===== src/rtl/ps2_pkg.sv =====
`default_nettype none
// +----------------------------------------------------------------------+
// | Module   : ps2_pkg                                                   |
// | Purpose  : Shared PS/2 definitions: transmit FSM state encoding,     |
// |            command byte constants and cycle-count helpers derived    |
// |            from the system clock frequency.                          |
// | Ports    : none (package)                                            |
// | Revision : 1.0 - initial release                                     |
// +----------------------------------------------------------------------+
package ps2_pkg;

  typedef enum logic [2:0] {
    ST_IDLE     = 3'd0,
    ST_INHIBIT  = 3'd1,
    ST_RTS      = 3'd2,
    ST_XFER     = 3'd3,
    ST_ACK      = 3'd4,
    ST_WAITIDLE = 3'd5,
    ST_DONE     = 3'd6,
    ST_ERR      = 3'd7
  } ps2_tx_state_t;

  localparam logic [7:0] CMD_SETLED = 8'hED;
  localparam logic [7:0] CMD_RESET  = 8'hFF;
  localparam logic [7:0] CMD_ENABLE = 8'hF4;
  localparam logic [7:0] ACK_BYTE   = 8'hFA;

  // 100 us clock inhibit
  function automatic int inhibit_cycles(input int masterclk);
    return masterclk / 10000;
  endfunction

  // 5 us data-low setup before the clock is released
  function automatic int rts_cycles(input int masterclk);
    return masterclk / 200000;
  endfunction

  // ~15 ms whole-transaction watchdog
  function automatic int timeout_cycles(input int masterclk);
    return masterclk / 66;
  endfunction

  // 2 ms maximum gap between device clock edges
  function automatic int edge_to_cycles(input int masterclk);
    return masterclk / 500;
  endfunction

  function automatic int max3(input int a, input int b, input int c);
    int m;
    m = (a > b) ? a : b;
    return (m > c) ? m : c;
  endfunction

endpackage
`default_nettype wire


===== src/rtl/ps2_host_tx_if.sv =====
`default_nettype none
// +----------------------------------------------------------------------+
// | Module   : ps2_host_tx_if                                            |
// | Purpose  : Bundle of core handshake and PS/2 line signals for the    |
// |            host-to-device transmitter.                               |
// | Ports    : data/send (core command), busy/done/error (status),       |
// |            ps2clk_in/ps2data_in (raw line levels),                   |
// |            ps2clk_oe/ps2data_oe (pull-low enables).                  |
// |            slave = transmitter side, master = core/board side.       |
// | Revision : 1.0 - initial release                                     |
// +----------------------------------------------------------------------+
interface ps2_host_tx_if;
  logic [7:0] data;
  logic       send;
  logic       busy;
  logic       done;
  logic       error;
  logic       ps2clk_in;
  logic       ps2data_in;
  logic       ps2clk_oe;
  logic       ps2data_oe;

  modport slave (
    input  data, send, ps2clk_in, ps2data_in,
    output busy, done, error, ps2clk_oe, ps2data_oe
  );

  modport master (
    output data, send, ps2clk_in, ps2data_in,
    input  busy, done, error, ps2clk_oe, ps2data_oe
  );
endinterface
`default_nettype wire


===== src/rtl/ps2_line_filter.sv =====
`default_nettype none
// +----------------------------------------------------------------------+
// | Module   : ps2_line_filter                                           |
// | Purpose  : 2-FF synchroniser plus glitch filter for a PS/2 line; the |
// |            filtered level follows the line only after FILTER equal   |
// |            consecutive samples. fall pulses for one cycle on a       |
// |            filtered 1->0 transition.                                 |
// | Ports    : clk, rst (async, active high), line_in (raw level),       |
// |            level (filtered level), fall (one-cycle pulse).           |
// | Revision : 1.0 - initial release                                     |
// +----------------------------------------------------------------------+
module ps2_line_filter #(
  parameter int   FILTER     = 8,
  parameter logic IDLE_LEVEL = 1'b1
) (
  input  logic clk,
  input  logic rst,
  input  logic line_in,
  output logic level,
  output logic fall
);

  localparam int FCW = $clog2(FILTER) + 1;

  logic           r_meta;
  logic           r_sync;
  logic           r_level;
  logic           r_fall;
  logic [FCW-1:0] r_cnt;

  always_ff @(posedge clk or posedge rst) begin
    if (rst) begin
      r_meta  <= IDLE_LEVEL;
      r_sync  <= IDLE_LEVEL;
      r_level <= IDLE_LEVEL;
      r_fall  <= 1'b0;
      r_cnt   <= '0;
    end else begin
      r_meta <= line_in;
      r_sync <= r_meta;
      r_fall <= 1'b0;
      if (r_sync == r_level) begin
        // Any sample agreeing with the current level restarts the run.
        r_cnt <= '0;
      end else if (r_cnt == FCW'(FILTER - 1)) begin
        r_level <= r_sync;
        r_cnt   <= '0;
        r_fall  <= r_level;  // level was 1 and is about to become 0
      end else begin
        r_cnt <= r_cnt + 1'b1;
      end
    end
  end

  assign level = r_level;
  assign fall  = r_fall;

endmodule
`default_nettype wire


===== src/rtl/ps2_host_tx.sv =====
`default_nettype none
// +----------------------------------------------------------------------+
// | Module   : ps2_host_tx                                               |
// | Purpose  : PS/2 host-to-device transmitter. Inhibits the clock,      |
// |            requests to send, shifts out start/d0..d7/odd parity/stop |
// |            on device clock falls and checks the device ack, with     |
// |            edge-gap and whole-transaction watchdogs.                 |
// | Ports    : clk, rst (async, active high),                            |
// |            bus (ps2_host_tx_if.slave): data/send in, busy/done/error |
// |            out, raw line levels in, pull-low enables out.            |
// | Revision : 1.0 - initial release                                     |
// +----------------------------------------------------------------------+
module ps2_host_tx
  import ps2_pkg::*;
#(
  parameter int MASTERCLK   = 28000000,
  parameter int INHIBIT_CYC = inhibit_cycles(MASTERCLK),
  parameter int RTS_CYC     = rts_cycles(MASTERCLK),
  parameter int TIMEOUT_CYC = timeout_cycles(MASTERCLK),
  parameter int EDGE_TO_CYC = edge_to_cycles(MASTERCLK),
  parameter int FILTER      = 8
) (
  input  logic          clk,
  input  logic          rst,
  ps2_host_tx_if.slave  bus
);

  localparam int MAX_CYC = max3(INHIBIT_CYC, TIMEOUT_CYC, EDGE_TO_CYC);
  localparam int CW      = $clog2(MAX_CYC + 1);

  ps2_tx_state_t r_state;
  logic [7:0]    r_shreg;
  logic          r_parity;
  logic [3:0]    r_bitcnt;
  logic [CW-1:0] r_cnt;    // inhibit/RTS timer, then edge-gap watchdog
  logic [CW-1:0] r_tcnt;   // transaction watchdog, runs from send accept
  logic          r_clk_oe;
  logic          r_data_oe;
  logic          r_busy;
  logic          r_done;
  logic          r_error;
  logic          r_dmeta;
  logic          r_dsync;

  logic          w_clk_level;
  logic          w_fall;
  logic          w_watch;
  logic          w_expire;

  ps2_line_filter #(
    .FILTER     (FILTER),
    .IDLE_LEVEL (1'b1)
  ) u_clk_filter (
    .clk     (clk),
    .rst     (rst),
    .line_in (bus.ps2clk_in),
    .level   (w_clk_level),
    .fall    (w_fall)
  );

  // Data is only synchronised; it is sampled on filtered clock events.
  always_ff @(posedge clk or posedge rst) begin
    if (rst) begin
      r_dmeta <= 1'b1;
      r_dsync <= 1'b1;
    end else begin
      r_dmeta <= bus.ps2data_in;
      r_dsync <= r_dmeta;
    end
  end

  assign w_watch  = (r_state == ST_XFER) || (r_state == ST_ACK) ||
                    (r_state == ST_WAITIDLE);
  // Both watchdogs share one exit, so simultaneous expiry gives one pulse.
  assign w_expire = w_watch && ((r_cnt  >= CW'(EDGE_TO_CYC - 1)) ||
                                (r_tcnt >= CW'(TIMEOUT_CYC - 1)));

  always_ff @(posedge clk or posedge rst) begin
    if (rst) begin
      r_state   <= ST_IDLE;
      r_shreg   <= '0;
      r_parity  <= 1'b0;
      r_bitcnt  <= '0;
      r_cnt     <= '0;
      r_tcnt    <= '0;
      r_clk_oe  <= 1'b0;
      r_data_oe <= 1'b0;
      r_busy    <= 1'b0;
      r_done    <= 1'b0;
      r_error   <= 1'b0;
    end else begin
      if (r_state != ST_IDLE) begin
        r_tcnt <= r_tcnt + 1'b1;
      end
      // The watchdog takes priority over a fall arriving in the same cycle.
      if (w_expire) begin
        r_state   <= ST_ERR;
        r_clk_oe  <= 1'b0;
        r_data_oe <= 1'b0;
        r_error   <= 1'b1;
      end else begin
        case (r_state)
          ST_IDLE: begin
            r_done  <= 1'b0;
            r_error <= 1'b0;
            if (bus.send) begin
              r_shreg  <= bus.data;
              r_parity <= ~^bus.data;
              r_busy   <= 1'b1;
              r_cnt    <= '0;
              r_tcnt   <= '0;
              r_clk_oe <= 1'b1;
              r_state  <= ST_INHIBIT;
            end
          end
          ST_INHIBIT: begin
            if (r_cnt == CW'(INHIBIT_CYC - 1)) begin
              r_cnt     <= '0;
              r_data_oe <= 1'b1;  // start bit
              r_state   <= ST_RTS;
            end else begin
              r_cnt <= r_cnt + 1'b1;
            end
          end
          ST_RTS: begin
            if (r_cnt == CW'(RTS_CYC - 1)) begin
              r_cnt    <= '0;
              r_bitcnt <= '0;
              r_clk_oe <= 1'b0;
              r_state  <= ST_XFER;
            end else begin
              r_cnt <= r_cnt + 1'b1;
            end
          end
          ST_XFER: begin
            if (w_fall) begin
              r_cnt    <= '0;
              r_bitcnt <= r_bitcnt + 1'b1;
              // r_bitcnt holds the number of falls seen before this one.
              if (r_bitcnt < 4'd8) begin
                r_data_oe <= ~r_shreg[0];
                r_shreg   <= {1'b0, r_shreg[7:1]};
              end else if (r_bitcnt == 4'd8) begin
                r_data_oe <= ~r_parity;
              end else begin
                r_data_oe <= 1'b0;  // stop bit: release the line
                r_state   <= ST_ACK;
              end
            end else begin
              r_cnt <= r_cnt + 1'b1;
            end
          end
          ST_ACK: begin
            if (w_fall) begin
              r_cnt <= '0;
              if (!r_dsync) begin
                r_state <= ST_WAITIDLE;
              end else begin
                r_error <= 1'b1;
                r_state <= ST_ERR;
              end
            end else begin
              r_cnt <= r_cnt + 1'b1;
            end
          end
          ST_WAITIDLE: begin
            r_cnt <= r_cnt + 1'b1;
            if (w_clk_level && r_dsync) begin
              r_done  <= 1'b1;
              r_state <= ST_DONE;
            end
          end
          ST_DONE: begin
            r_done  <= 1'b0;
            r_busy  <= 1'b0;
            r_state <= ST_IDLE;
          end
          default: begin  // ST_ERR
            r_clk_oe  <= 1'b0;
            r_data_oe <= 1'b0;
            r_error   <= 1'b0;
            r_busy    <= 1'b0;
            r_state   <= ST_IDLE;
          end
        endcase
      end
    end
  end

  assign bus.ps2clk_oe  = r_clk_oe;
  assign bus.ps2data_oe = r_data_oe;
  assign bus.busy       = r_busy;
  assign bus.done       = r_done;
  assign bus.error      = r_error;

endmodule
`default_nettype wire


===== src/flat_wrapper.sv =====
// flat-port wrapper written by rule: the top's interface ports become plain ports
module ps2_host_tx_flat import ps2_pkg::*;
#(
  parameter int MASTERCLK   = 28000000,
  parameter int INHIBIT_CYC = inhibit_cycles(MASTERCLK),
  parameter int RTS_CYC     = rts_cycles(MASTERCLK),
  parameter int TIMEOUT_CYC = timeout_cycles(MASTERCLK),
  parameter int EDGE_TO_CYC = edge_to_cycles(MASTERCLK),
  parameter int FILTER      = 8
)
  (clk, rst, bus_data, bus_send, bus_ps2clk_in, bus_ps2data_in, bus_busy, bus_done, bus_error, bus_ps2clk_oe, bus_ps2data_oe);
  ps2_host_tx_if bus_i ();
  input  logic clk;
  input  logic rst;
  input wire logic [$bits(bus_i.data)-1:0] bus_data;
  input wire logic [$bits(bus_i.send)-1:0] bus_send;
  input wire logic [$bits(bus_i.ps2clk_in)-1:0] bus_ps2clk_in;
  input wire logic [$bits(bus_i.ps2data_in)-1:0] bus_ps2data_in;
  output wire logic [$bits(bus_i.busy)-1:0] bus_busy;
  output wire logic [$bits(bus_i.done)-1:0] bus_done;
  output wire logic [$bits(bus_i.error)-1:0] bus_error;
  output wire logic [$bits(bus_i.ps2clk_oe)-1:0] bus_ps2clk_oe;
  output wire logic [$bits(bus_i.ps2data_oe)-1:0] bus_ps2data_oe;
  assign bus_i.data = bus_data;
  assign bus_i.send = bus_send;
  assign bus_i.ps2clk_in = bus_ps2clk_in;
  assign bus_i.ps2data_in = bus_ps2data_in;
  assign bus_busy = bus_i.busy;
  assign bus_done = bus_i.done;
  assign bus_error = bus_i.error;
  assign bus_ps2clk_oe = bus_i.ps2clk_oe;
  assign bus_ps2data_oe = bus_i.ps2data_oe;
  ps2_host_tx #(.MASTERCLK(MASTERCLK), .INHIBIT_CYC(INHIBIT_CYC), .RTS_CYC(RTS_CYC), .TIMEOUT_CYC(TIMEOUT_CYC), .EDGE_TO_CYC(EDGE_TO_CYC), .FILTER(FILTER)) u_core (.clk(clk), .rst(rst), .bus(bus_i));
endmodule

===== config.mk =====
export PLATFORM = sky130hd
export DESIGN_NAME = ps2_host_tx_flat
export DESIGN_NICKNAME = d
export VERILOG_FILES = /design/src/rtl/ps2_pkg.sv /design/src/rtl/ps2_host_tx_if.sv /design/src/rtl/ps2_line_filter.sv /design/src/rtl/ps2_host_tx.sv /design/src/flat_wrapper.sv
export SDC_FILE = /design/constraint.sdc
export NUM_CORES = 1
export LEC_CHECK = 0
export CAP_MARGIN = 20
export CORE_MARGIN = 3
export CORE_UTILIZATION = 60
export DETAILED_ROUTE_END_ITERATION = 8
export PLACE_DENSITY = 0.87
export SLEW_MARGIN = 20
export SYNTH_ARGS = -nofsm -noshare
export SYNTH_HDL_FRONTEND = slang
export SYNTH_SLANG_ARGS = --single-unit

===== constraint.sdc =====
create_clock -name clk -period 5.2 [get_ports clk]
set_clock_uncertainty 0.15 [all_clocks]
set_input_delay 1.04 -clock clk [delete_from_list [all_inputs] [get_ports clk]]
set_output_delay 1.04 -clock clk [all_outputs]
set_load 0.02 [all_outputs]

; After elaboration in Yosys (flattened, before gate mapping)
; Cells that the tools add are included.
[op_classes]
n_addsub = 4
n_lt_le_gt_ge = 3
n_eq_ne = 28
n_mux = 48
bitwise_logic = 5
n_reduce_logical = 29
[ops]
columns = op, n
row1 = two-way mux 19 bit, 8
row2 = case mux 19 bit (5 select lines), 1
row3 = adder 19 x 1 -> 19 bit (second input constant), 2
row4 = two-way mux 3 bit, 9
row5 = two-way mux 8 bit, 3
row6 = AND reduction 3 bit, 7
row7 = OR reduction 5 bit, 4
row8 = == test 19 x 12 -> 1 bit (second input constant), 1
row9 = == test 19 x 8 -> 1 bit (second input constant), 1
row10 = greater-or-equal comparator 19 x 16 -> 1 bit (second input constant), 1
row11 = greater-or-equal comparator 19 bit (second input constant), 1
row12 = inequality test 3 x 2 -> 1 bit (second input constant), 6
row13 = case mux 3 bit (6 select lines), 1
row14 = two-way mux 4 bit, 4
row15 = case mux 8 bit (2 select lines), 1
row16 = two-way mux 1 bit, 14
row17 = == test 3 bit (second input constant), 3
row18 = inequality test 3 x 1 -> 1 bit (second input constant), 3
row19 = adder 4 x 1 -> 4 bit (second input constant), 2
row20 = inequality test 2 x 1 -> 1 bit (second input constant), 4
row21 = inequality test 2 bit (second input constant), 4
row22 = case mux 4 bit (2 select lines), 1
row23 = AND reduction 8 bit, 1
row24 = XNOR reduction 8 bit, 1
row25 = 20 further kinds, 34
[word_totals]
regBits = 69
in_bits = 13
out_inout_bits = 5
wordCells = 135

; Logic depth before layout (Yosys ltp)
; Gate-level depths: netlist of run 1.
[depth]
depth_word = 6
mapped_depth = 10
mapped_depth_nobuf = 8

; Modules after synthesis
; Synthesis of run 1 repeated with hierarchy kept, for this count alone.
[hier_totals]
cells_unflattened = 416
area_unflattened_um2 = 3897.5
[by_module_without_submodules]
columns = mod, instances, cells_each, area_each_um2, seq_area_each_um2
row1 = ps2_host_tx, 1, 394, 3582.2, 1529.0
row2 = ps2_line_filter, 1, 22, 315.3, 203.9

; Worst setup path after synthesis of run 1
; OpenSTA, ideal clock, no wires.
[synth_timing]
path_type = reg2reg
startpoint = register u_core.r_cnt[0]
endpoint = register u_core.r_shreg[0]
setup_time_ps = 125
arrival_time_ps = 2469
required_time_ps = 4925
slack_ps = 2457
stages_incl_launch_ff = 8
path_cell_list = dfrtp_1 ha_1 a21oi_1 nor4b_4 o41ai_2 nand3_4 o41ai_4 mux2_2
[synth_via]
elab_chain_len = 5
[synth_rtl]
columns = element, line
row1 = start: declaration, ps2_host_tx.sv:35  ; logic [CW-1:0] r_cnt;
row2 = start signal: assignment, ps2_host_tx.sv:122  ; r_cnt <= r_cnt + 1'b1;
row3 = start signal: assignment, ps2_host_tx.sv:132  ; r_cnt <= r_cnt + 1'b1;
row4 = start signal: assignment, ps2_host_tx.sv:150  ; r_cnt <= r_cnt + 1'b1;
row5 = greater-or-equal comparator 19 x 16 -> 1 bit, ps2_host_tx.sv:75  ; assign w_expire = w_watch && ((r_cnt >= CW'(EDGE_TO_CYC - 1)) ||
row6 = logical OR 1 bit, ps2_host_tx.sv:75
row7 = logical AND 1 bit, ps2_host_tx.sv:75
row8 = inverter 1 bit (no source line), n/a
row9 = AND reduction 5 bit (no source line), n/a
row10 = end signal: assignment, ps2_host_tx.sv:107  ; r_shreg <= bus.data;
row11 = end signal: assignment, ps2_host_tx.sv:142  ; r_shreg <= {1'b0, r_shreg[7:1]};
row12 = end: declaration, ps2_host_tx.sv:32  ; logic [7:0] r_shreg;
; Every way passes these cells.
; A chain may end at the register's enable or synchronous reset.

; Final worst setup path of run 1
[layout_timing]
startpoint = register u_core.r_cnt[0]
endpoint = register u_core.r_shreg[3]
; Same word-level chain as after synthesis.

==> impl_metrics.toml, run 1 <==
[placed_design]
place.gp.congestion = 0.854
dp_cells = 497
place_ws_ns = 1.89
post-dp-hpwl_um = 5870
io_buffer_count = 17

[logic_synthesis]
synth_area_mm2 = 0.00394
ys_warn_count = 0
synth_flop_cell = "dfrtp_1"
ys_ff_latch = 69
ys_types = 58
syn_avg_cell_area_um2 = 9.24
async_flop_share_pct = 100
synth_cells = 427
synthTopCellsByCount = "64 x dfrtp_1, 39 x nand2_1, 35 x o21ai_0, 28 x nor2_1, 26 x nand3_1"
yosys.area.top_type = "dfrtp_1"
synth_edf_count = 0
synth_most_common_cell = "dfrtp_1"
synth_nets = 446
yosysTopAreaCellShare_pct = 40.6
ys_seq_area_share_pct = 43.9
synth_area_leaders = "dfrtp_1 41%, mux2_2 4.6%, o31ai_1 4.6%, o21ai_0 4.4%, nand2_1 3.7%"

[detailed_routing]
drt_first_pass_iters = 5
wl_um = 8860
wl_per_cell_um = 17.3
via_per_inst = 6.63
drc = 0
via_count = 3400
drt_iter0_drc = 350
ant_nets = 0

[floorplan]
core-area_mm2 = 0.00613
fp.dieArea_mm2 = 0.00758
die_w_um = 87.1
die_h_um = 87.1
rows = 28
initial_core_util_pct = 64.3
ioPinCount = 18

[critical_path]
worst_setup_path_end_kind = "register"
crit_start = "u_core.r_cnt[0]"
cp_top_family = "compound AO/OA/AOI/OAI gates"
cp.required_ns = 5.29
cp_slowest_cell = "o41ai_4"
critPathBufInv = 0
cp_slowest_stage_delay_ns = 0.64
cp_data_arrival_time_ns = 3.22
worstReg2RegStart = "u_core.r_cnt[0]"
worstPathCellList = "ha_1 -> a21oi_1 -> nor4b_4 -> o41ai_2 -> nand3_4 -> o41ai_4 -> mux2_2"
worstPathMaxFanout = 9
path_class = "reg -> reg"
start_kind = "register"

[global_routing]
antenna_found_initial = 0
gr-total-overflow = 0
grt_pass1_vias = 3284
use_met2_pct = 42.1
grt_pass1_wl_um = 15600
grt_use_total_pct = 26.2
grt_max_degree = 40
use_met1_pct = 33.7
grtUsageMet3_pct = 5.96
top_usage_layer = "met2"

[clock_tree]
cts_tree = "done"
cts_buffers = 9
cts_resized = 0
cts_root_buffer = "clkbuf_8"
path_clk_slew_ns = 0.08
cts.sinks = 69
htreeDepth = 3
postCtsSetupRepairBufs = 0
cts_buffer_depth = 2
hold_buffers = 0
clk_latency_ns = 0.35

[layout]
nets = 452
syn2layout_area_growth_pct = 9.96
instances_no_fill = 513
drive_gt1_share_pct = 12.3
diodes = 0

[hold_path]
min_from = "u_core.r_dmeta"
hold_path.class = "reg -> reg"

[sta]
worst_slack_ns = 2.07
clock.fmax_ghz = 0.320
setup_viol = 0
finalCriticalPeriod_ns = 3.13
hold_violations = 0
holdWs_ns = 0.210
final.setup.tns_ns = 0
relSlewSlack_pct = 53.4
tightest_slew_ns = 0.695
slew_violations = 0
period_share_pct = 60.1
rsz0062_at_grt = "no"

[outcome]
status = "finished clean"

[power]
pwr_density_cell_mw_per_mm2 = 249
ir_worst_vdd_uv = 219
p_leak_nw = 1.71

[job]
drv_cap = 0
## state kept, by name (all words and copies together) (netlist names)
register                    flops
u_core.bus.ps2data_oe           1
u_core.u_clk_filter.r_meta      1
u_core.r_dmeta                  1
u_core.bus.error                1
u_core.bus.busy                 1
u_core.bus.done                 1
u_core.r_tcnt                  19
u_core.r_shreg                  8
u_core.bus.ps2clk_oe            1
u_core.u_clk_filter.fall        1
u_core.r_cnt                   19
u_core.r_parity                 1
u_core.u_clk_filter.r_sync      1
u_core.u_clk_filter.level       1
u_core.r_dsync                  1
u_core.u_clk_filter.r_cnt       4
u_core.r_state                  3
u_core.r_bitcnt                 4
## cell type report
cell class | instances | area, um2
Multi-Input combinational cell | 319 | 2060
Fill cell | 421 | 1790
Sequential cell | 69 | 1730
Timing Repair Buffer | 21 | 200
Clock buffer | 9 | 124
Tap cell | 75 | 93.8
Clock inverter | 7 | 76.3
Inverter | 13 | 48.8
## worst paths after layout
check / end / slack (ns) / depth (start not counted)
worst max register to register: u_core.r_shreg[3] / 2.07 / 7
max in group asynchronous: u_core.r_tcnt[8] / 3.04 / 3
min in group asynchronous: u_core.u_clk_filter.r_cnt[2] / 0.93 / 2
worst max-delay path: u_core.r_shreg[3] / 2.07 / 7
worst min register to register: u_core.r_dsync / 0.21 / 0
worst min-delay path: u_core.r_dsync / 0.21 / 0
## routing by layer
metal	share of wire, %	wire length, um
met3	6.4	569
met2	49	4340
met4	2.3	201
met1	42	3750
met5	0	0
## placed cells by master (no fill, tap or decap), types with 7 or more instances in the layout
cell type        netlist  final
a31oi_1               10     10
and3_1                15     15
nand3_1               26     26
clkdlybuf4s50_1        0     17
nand2_1               39     39
o21ai_0               35     35
clkbuf_8               0      9
dfrtp_1               64     64
a21oi_1               14     14
nor3_1                12     11
xnor2_1                8      8
nor2b_1                7      7
nor2_1                28     28
mux2_2                16     16
o31ai_1               24     24
inv_1                 13     12
## logic make-up after synthesis
kind of cell | share of synthesized area, %
AOI/OAI and AO/OA | 18.9
xor gates and xnor gates | 2.66
adders and majority gates | 1.90
DFF | 43.9
buffers and inverters | 3.93
muxes | 5.84
and+or+nand+nor | 22.8
## power breakdown
group,switching (mW),leakage (nW),total [mW],internal (mW)
sequential,0.0125,0.809,0.569,0.557
clock,0.219,0.0954,0.442,0.223
combinational,0.0320,0.808,0.0665,0.0345
## metrics by stage
| stage | total power, mW | instance area [um2] | utilization [%] |
|---|---|---|---|
| 2_1_floorplan | 0.623 | 3940 | - |
| 3_3_place_gp | 0.643 | 4130 | 67.4 |
| 3_5_place_dp | 0.647 | 4130 | 67.4 |
| 4_1_cts | 1.08 | 4330 | 70.7 |
| 5_1_grt | 1.12 | 4340 | 70.7 |
| 6_report | 1.08 | 4340 | 70.7 |
Note: power is estimated with default switching activity, not from simulation.
==> run 2, diff against run 1 <==
- clock period: 5.2 -> 3.1 ns (I/O delays scaled with it)
==> impl_metrics.toml, run 2 (synthesized netlist as in run 1, its figures left out) <==
[global_routing]
grt_pass1_wl_um = 15200
antenna_found_initial = 0
gr-total-overflow = 0
grt_use_total_pct = 25.5
grt_pass1_vias = 3258
grt_max_degree = 45

[detailed_routing]
ant_nets = 0
via_per_inst = 6.55
highest_layer = "met4"
drt_iter0_drc = 371
wl_per_cell_um = 17.1
drc = 0
via_count = 3402
met1_length_um = 3730
wl_met2_um = 4320
wl_um = 8860
drt_first_pass_iters = 6
wl_met3_um = 594

[floorplan]
initial_core_util_pct = 64.3
core-area_mm2 = 0.00613
die_w_um = 87.1
rows = 28
fp.dieArea_mm2 = 0.00758
ioPinCount = 18
die_h_um = 87.1

[layout]
syn2layout_area_growth_pct = 11.9
drive_gt1_share_pct = 13.3
final_cell_mix = "64 x dfrtp_1, 39 x nand2_1, 35 x o21ai_0"
diodes = 0
nFillCells = 396
final_common_cell = "dfrtp_1"
largestRegisters = "u_core.r_cnt (19), u_core.r_tcnt (19), u_core.r_shreg (8)"
nets = 458
instances_no_fill = 519

[sta]
period_share_pct = 94.0
clock.fmax_ghz = 0.343
rsz0062_at_grt = "no"
setup_viol = 0
finalCriticalPeriod_ns = 2.91
final.setup.tns_ns = 0
hold_violations = 0
tightest_slew_ns = 0.611
slew_violations = 0
relSlewSlack_pct = 59.1

[hold_path]
hold_path.class = "reg -> reg"
min_from = "u_core.r_dmeta"
holdPathStages = 0
hold_path_end = "u_core.r_dsync"

[clock_tree]
cts_buffer_depth = 2
htreeDepth = 3
hold_buffers = 0
clk_latency_ns = 0.36
cts.sinks = 69
cts_tree = "done"
cts_root_buffer = "clkbuf_8"
cts_buffers = 9
path_clk_slew_ns = 0.07

[critical_path]
worst-r2r-cell-count = 8
r2r_end = "u_core.r_shreg[6]"
path_class = "reg -> reg"
worstReg2RegStart = "u_core.r_cnt[0]"
rrSetupSlack_ns = 0.19
cp_data_arrival_time_ns = 3.00
worstPathMaxFanout = 9
cp.required_ns = 3.19
start_kind = "register"
worst_setup_path_end_kind = "register"
crit_start = "u_core.r_cnt[0]"

[power]
ir_worst_vdd_uv = 350
pwr_density_cell_mw_per_mm2 = 431
p_leak_nw = 1.77

[outcome]
status = "finished clean"

[placed_design]
post-dp-hpwl_um = 5990
dp_cells = 503
io_buffer_count = 17
place.gp.congestion = 0.909

[job]
drv_cap = 0
==> run 2: power by group <==
group	total [mW]	switching, mW	internal [mW]
sequential	0.957	0.0220	0.935
combinational	0.118	0.0583	0.0597
clock	0.827	0.333	0.494
total	1.90	0.413	1.49
==> run 2: repair_timing <==
item | in CTS | in global routing
buffers inserted | 0 | 0
gates resized for setup | 0 | 1
setup endpoints to repair | 0 | 4
endpoints found under the hold margin | 0 | 0
==> run 2: cell type report <==
| type | count | area (um2) | area share (%) |
|---|---|---|---|
| Clock inverter | 4 | 70.1 | 1.59 |
| Inverter | 13 | 48.8 | 1.11 |
| Multi-Input combinational cell | 319 | 2060 | 46.6 |
| Timing Repair Buffer | 27 | 258 | 5.84 |
| Sequential cell | 69 | 1730 | 39.3 |
| Clock buffer | 12 | 155 | 3.51 |
| Tap cell | 75 | 93.8 | 2.13 |
==> run 2: critical path: stages (launching register included) <==
cell and delay, ns:
dfrtp_1 0.43, ha_1 0.26, a21oi_1 0.22, nor4b_4 0.08, o41ai_2 0.32, buf_4 0.19
nand3_4 0.13, o41ai_4 0.61, mux2_2 0.40
==> run 2: worst max-delay path by stage <==
stage                             end  slack (ns)  cells past startpoint
floorplan           u_core.r_shreg[0]        0.36                      7
global placement    u_core.r_shreg[2]        0.25                      8
detailed placement  u_core.r_shreg[5]        0.20                      8
CTS                 u_core.r_shreg[6]        0.19                      8
global route        u_core.r_shreg[5]        0.01                      8
finish              u_core.r_shreg[6]        0.19                      8
==> run 2: metal layers <==
layer  vias to the layer above  global-route usage [%]
met2                       147                    41.5
met1                      1634                    33.1
met5                         -                       0
li1                       1596                       -
met4                         0                    9.35
met3                        25                    6.24
==> run 2: stage by stage <==
stage	area (um2)	setup slack (ns)	hold WS [ns]	total power, mW	utilization (%)
after global placement	4190	0.248	0.196	1.08	68.3
after CTS	4410	0.189	0.209	1.91	72.0
after detailed placement	4190	0.198	0.199	1.09	68.3
after floorplan	3940	0.357	0.195	1.05	-
final	4410	0.187	0.208	1.90	72.0
after global routing	4410	0.0101	0.211	1.97	72.0
